### src/rtl/adder_share_arbiter.sv
// Shares one WIDTH-bit adder between two valid/ready requesters with round-robin
// arbitration and a registered, backpressured result port. Optional: ADDER_SHARE_SAT_EN.
module adder_share_arbiter #(
  parameter int WIDTH = 8,
  parameter int CNT_W = 8
) (
  input  logic             clk,
  input  logic             rst_n,
  input  logic             req0_valid,
  input  logic [WIDTH-1:0] req0_a,
  input  logic [WIDTH-1:0] req0_b,
  output logic             req0_ready,
  input  logic             req1_valid,
  input  logic [WIDTH-1:0] req1_a,
  input  logic [WIDTH-1:0] req1_b,
  output logic             req1_ready,
  output logic             res_valid,
  output logic [WIDTH-1:0] res_sum,
  output logic             res_carry,
  output logic             res_id,
  input  logic             res_ready,
  output logic [CNT_W-1:0] op_count
);

  logic             res_valid_q, res_valid_d;
  logic [WIDTH-1:0] res_sum_q, res_sum_d;
  logic             res_carry_q, res_carry_d;
  logic             res_id_q, res_id_d;
  logic [CNT_W-1:0] op_count_q, op_count_d;
  logic             last_grant_q, last_grant_d;

  logic             slot_free;
  logic             grant_valid;
  logic             grant_id;
  logic             accept;
  logic             consume;
  logic [WIDTH-1:0] op_a;
  logic [WIDTH-1:0] op_b;
  logic [WIDTH:0]   add_full;
  logic [WIDTH-1:0] sum_result;

  // Round-robin: on contention the requester that did not win last goes next.
  always_comb begin
    grant_valid = 1'b0;
    grant_id    = 1'b0;
    case ({req1_valid, req0_valid})
      2'b01:   begin grant_valid = 1'b1; grant_id = 1'b0;          end
      2'b10:   begin grant_valid = 1'b1; grant_id = 1'b1;          end
      2'b11:   begin grant_valid = 1'b1; grant_id = ~last_grant_q; end
      default: begin grant_valid = 1'b0; grant_id = 1'b0;          end
    endcase
  end

  assign slot_free  = ~res_valid_q | res_ready;
  // rst_n gates the readies so nothing handshakes while the block is held in reset.
  assign accept     = grant_valid & slot_free & rst_n;
  assign consume    = res_valid_q & res_ready;
  assign req0_ready = accept & ~grant_id;
  assign req1_ready = accept &  grant_id;

  // Single shared adder fed through the operand mux.
  assign op_a     = grant_id ? req1_a : req0_a;
  assign op_b     = grant_id ? req1_b : req0_b;
  assign add_full = {1'b0, op_a} + {1'b0, op_b};

`ifdef ADDER_SHARE_SAT_EN
  assign sum_result = add_full[WIDTH] ? {WIDTH{1'b1}} : add_full[WIDTH-1:0];
`else
  assign sum_result = add_full[WIDTH-1:0];
`endif

  // NOTE: every _d is defaulted to its _q first so no path leaves a latch.
  always_comb begin
    res_valid_d  = res_valid_q;
    res_sum_d    = res_sum_q;
    res_carry_d  = res_carry_q;
    res_id_d     = res_id_q;
    op_count_d   = op_count_q;
    last_grant_d = last_grant_q;

    if (consume) begin
      op_count_d  = op_count_q + 1'b1;
      res_valid_d = 1'b0;
    end
    if (accept) begin
      res_sum_d    = sum_result;
      res_carry_d  = add_full[WIDTH];
      res_id_d     = grant_id;
      res_valid_d  = 1'b1;
      last_grant_d = grant_id;
    end
  end

  // NOTE: sequential state uses non-blocking assignments so every flop samples pre-edge values.
  always_ff @(posedge clk or negedge rst_n) begin
    if (!rst_n) begin
      res_valid_q  <= 1'b0;
      res_sum_q    <= '0;
      res_carry_q  <= 1'b0;
      res_id_q     <= 1'b0;
      op_count_q   <= '0;
      last_grant_q <= 1'b1;
    end else begin
      res_valid_q  <= res_valid_d;
      res_sum_q    <= res_sum_d;
      res_carry_q  <= res_carry_d;
      res_id_q     <= res_id_d;
      op_count_q   <= op_count_d;
      last_grant_q <= last_grant_d;
    end
  end

  assign res_valid = res_valid_q;
  assign res_sum   = res_sum_q;
  assign res_carry = res_carry_q;
  assign res_id    = res_id_q;
  assign op_count  = op_count_q;

endmodule
### config.mk
export PLATFORM = sky130hd
export DESIGN_NAME = adder_share_arbiter
export DESIGN_NICKNAME = d
export VERILOG_FILES = /design/src/rtl/adder_share_arbiter.sv
export SDC_FILE = /design/constraint.sdc
export NUM_CORES = 1
export LEC_CHECK = 0
export CAP_MARGIN = 0
export CORE_MARGIN = 1.5
export CORE_UTILIZATION = 29
export CTS_CLUSTER_SIZE = 30
export DETAILED_ROUTE_END_ITERATION = 10
export GPL_TIMING_DRIVEN = 0
export HOLD_SLACK_MARGIN = 0.02
export SLEW_MARGIN = 40
export SYNTH_ARGS = -nofsm -noshare
export SYNTH_HDL_FRONTEND = slang
export SYNTH_SLANG_ARGS = --single-unit
export TNS_END_PERCENT = 20
### constraint.sdc
create_clock -name clk -period 3.85 [get_ports clk]
set_clock_uncertainty 0.05 [all_clocks]
set_input_delay 0.385 -clock clk [delete_from_list [all_inputs] [get_ports clk]]
set_output_delay 0.385 -clock clk [all_outputs]
set_load 0.1 [all_outputs]
==> run summary <==
The total global-route track usage was 0.1153. The worst register-to-register path has a depth of 10. Derived from the worst setup path, the maximum achievable clock frequency is 303.2 MHz. The first-pass GRT wire length is 4.574 mm. From bottom edge to top edge, the die measures 69.76 um. The most common cell after layout, fill and taps aside was sky130_fd_sc_hd__clkdlybuf4s50_1.

The proportion of layout cells with a drive suffix above 1 is 0.2044. The fraction of synthesized cell area taken by the top area cell type was 0.3679; the worst-case setup margin in the final layout was 0.5520 ns. The library cells used most frequently in the layout, excluding fill and tap cells, are sky130_fd_sc_hd__clkdlybuf4s50_1 (35), sky130_fd_sc_hd__buf_2 (23), sky130_fd_sc_hd__dfrtp_1 (19). The number of maximum-capacitance constraint violations is 0. The most critical setup path has its startpoint at req1_valid. After clock tree synthesis, the setup repair step added 0 buffers. The analysis attributes to cell leakage a power of 0.8645 nW.

The total number of H-tree levels came out at 1. In the routed layout, each cell is associated on average with a via count of 4.579. The endpoint identified for the worst register-to-register timing path is res_carry. The critical setup path kind is primary input to flop. The initial antenna violation count was 0.

For the worst setup path, the data required time is 3.95 ns. The portion of the clock cycle consumed by the worst path in the final layout is 0.8566, and the number of global-route vias before repair is 1,027. Before antenna repair, the detailed router went through 4 iterations. For the largest net degree at the start of global routing, the log shows 22. The tools report the critical path startpoint category as a primary input. The final design utilization is 0.4332, and the routed via count is 1,067. The HPWL after detailed placement is 2.275 mm.

Prior to clock tree synthesis, the placed netlist has a worst setup slack of 0.2395 ns. The die footprint is 4866 um2, and the number of sinks driven by the clock tree is 20. At the end of routability-driven placement, the weighted congestion stood at 0.7475.

Number of remaining DRC errors: 0. Setup violations remaining at the end of the flow were counted as 0. Across the VDD grid, the largest voltage drop is 183.0 uV. Global routing finished with a remaining overflow of 0. Once detail routing completed, the nets flagged for antenna violations numbered 0. For the number of buffers on the longest clock path, the log shows 2. The tree is rooted in a sky130_fd_sc_hd__clkbuf_8.

The min-delay analysis places its worst path in the category primary input to async pin. Summing all flip-flop and latch instances after layout gives 501.7 um2. The clock-pin slew reported for the worst setup and hold paths after clock tree synthesis was 0.07 ns.

The number of pins with negative max-slew slack in the final report came out at 0. Hold is met by 0.01727 ns. 58 I/O pins were placed. The flip-flop cell with the highest count after synthesis was sky130_fd_sc_hd__dfrtp_1. For the net count of the mapped netlist, the log shows 167.

Buffers inserted to repair hold after CTS numbered 0. The core area is 4324 um2. The number of port buffers was 57; the count of inserted antenna diode cells was 0. For the sum of routed wire length over all layers, the log shows 2.721 mm. In this run the critical register-to-register path is launched from last_grant_q. For the sequential-to-total area share from yosys stat, the log shows 0.3882. The initial cell density of the core was 0.2989. Clock tree synthesis inserted a total of 3 buffers. The wire length per cell after detailed routing came out at 11.68 um.

The register bit total from synthesis is 20, and the post-synthesis area per instance is 10.77 um2. The first routing iteration left 36 violations. The gate count of the mapped netlist is 120, and the top fanout value on the critical path is 10. The destination of the critical timing path was res_carry.

The die is 69.76 um wide. In the final layout, the multi-input gates occupy 767.0 um2. The post-synthesis cell type count was 29.

The dominant cell type by area after synthesis is sky130_fd_sc_hd__dfrtp_1. Counting flops with a built-in enable in the synthesized netlist gives 0. The transition time at the pin with the least slew margin is 0.4981 ns, and the number of gates given a new drive strength after cts is 0. Number of filler instances in the final layout: 430. From synthesis to final layout, the design area changed by 44.92%.

The clock reaches the later pin of the worst-skew pair after 0.26 ns. For the number of failing hold endpoints at the final stage, the log shows 0. For flop-to-flop paths, the worst setup slack is 0.81 ns. The clock period could shrink to 3.298 ns. Number of rows in the core area: 24.

TritonCTS built the clock tree. Summing every instance area after synthesis gives 1292 um2. The Yosys step of the flow raised 0 warnings. At the end of the flow, the number of nets in the layout was 229. The run gives 3.39 ns as the arrival time at the worst endpoint. The flow ran to the end, and the final reports show no timing, DRC or antenna violations. The tools report the worst slew slack as a fraction of its limit as 0.6702. Setup repair after global routing left no endpoint under its margin. By area the synthesized netlist is led by sky130_fd_sc_hd__dfrtp_1 (37%), sky130_fd_sc_hd__mux2_1 (16%), sky130_fd_sc_hd__ha_1 (8.7%).

The share of async-settable or async-resettable flops after synthesis came out at 1.000. In this run the power density over the cells is 690.0 nW/um2. STA classifies the critical path endpoint as a flop.
## registers in the layout, summed over array words and instances, names as in the netlist
register / cells
res_id: 1
res_valid: 1
op_count: 8
last_grant_q: 1
res_carry: 1
res_sum: 8
## critical path, cell delays in order
cell	delay, ns
sky130_fd_sc_hd__clkdlybuf4s50_1	0.49
sky130_fd_sc_hd__a21boi_4	0.36
sky130_fd_sc_hd__buf_4	0.27
sky130_fd_sc_hd__mux2_1	0.34
sky130_fd_sc_hd__ha_1	0.24
sky130_fd_sc_hd__fa_1	0.44
sky130_fd_sc_hd__a211oi_2	0.25
sky130_fd_sc_hd__o21bai_1	0.11
sky130_fd_sc_hd__a21oi_2	0.18
sky130_fd_sc_hd__o21ai_1	0.07
sky130_fd_sc_hd__mux2_2	0.25
## worst min path at each step
| stage | start | end | slack [ns] | cells after the start |
|---|---|---|---|---|
| global route | rst_n | op_count[6] | 0.05 | 1 |
| global placement | op_count[7] | op_count[7] | 0.41 | 1 |
| CTS | rst_n | op_count[4] | 0.03 | 1 |
| floorplan | rst_n | op_count[0] | 0.04 | 0 |
| detailed placement | rst_n | op_count[4] | 0.31 | 1 |
| finish | rst_n | res_valid | 0.02 | 1 |
## cell type report
cell class                 count  share of cell area
multi-input combinational     96              0.4095
sequential                    20              0.2679
timing repair buffer          57              0.2458
tap                           52             0.03474
clock buffer                   4             0.02939
buffer                         3             0.01069
inverter                       1            0.002004
## logic make-up after synthesis
logic type	count (synthesis)	share of synthesized area
AOI/OAI and AO/OA	28	0.1471
xor gates and xnor gates	13	0.08809
adders and majority gates	10	0.1026
buffers and inverters	4	0.01838
DFF	20	0.3882
muxes	20	0.1742
and+or+nand+nor	25	0.08132
## Yosys cell counts, types with 2 or more instances
cell / number
sky130_fd_sc_hd__a21o_1: 3
sky130_fd_sc_hd__a21oi_1: 5
sky130_fd_sc_hd__buf_4: 2
sky130_fd_sc_hd__dfrtp_1: 19
sky130_fd_sc_hd__ha_1: 9
sky130_fd_sc_hd__mux2_1: 18
sky130_fd_sc_hd__mux2_2: 2
sky130_fd_sc_hd__nand2_1: 15
sky130_fd_sc_hd__nand2b_1: 2
sky130_fd_sc_hd__nor2_1: 5
sky130_fd_sc_hd__o21ai_1: 10
sky130_fd_sc_hd__o21bai_1: 2
sky130_fd_sc_hd__xnor2_1: 6
sky130_fd_sc_hd__xor2_1: 7
## where the power goes
| part | switching (mW) | leakage [nW] | internal [mW] |
|---|---|---|---|
| combinational | 0.623 | 0.590 | 0.180 |
| clock | 0.0676 | 0.0288 | 0.0910 |
| sequential | 0.0530 | 0.246 | 0.278 |
## metal layers
layer	track usage	vias up	part of all wire
li1	-	547	-
met1	0.1459	478	0.44
met2	0.1947	40	0.48
met3	0.02907	2	0.072
met4	0.03205	0	0.0062
met5	0	-	0
## per-stage QoR
stage	setup TNS [ns]	cell area [um2]	std cells	total power, mW
CTS	0	1873	233	1.307
global placement	-0.08156	1928	229	1.200
global route	0	1873	233	1.357
detailed placement	0	1818	229	1.145
finish	0	1873	233	1.292
floorplan	0	1292	120	0.9876
Power figures use the tool's default switching activity.
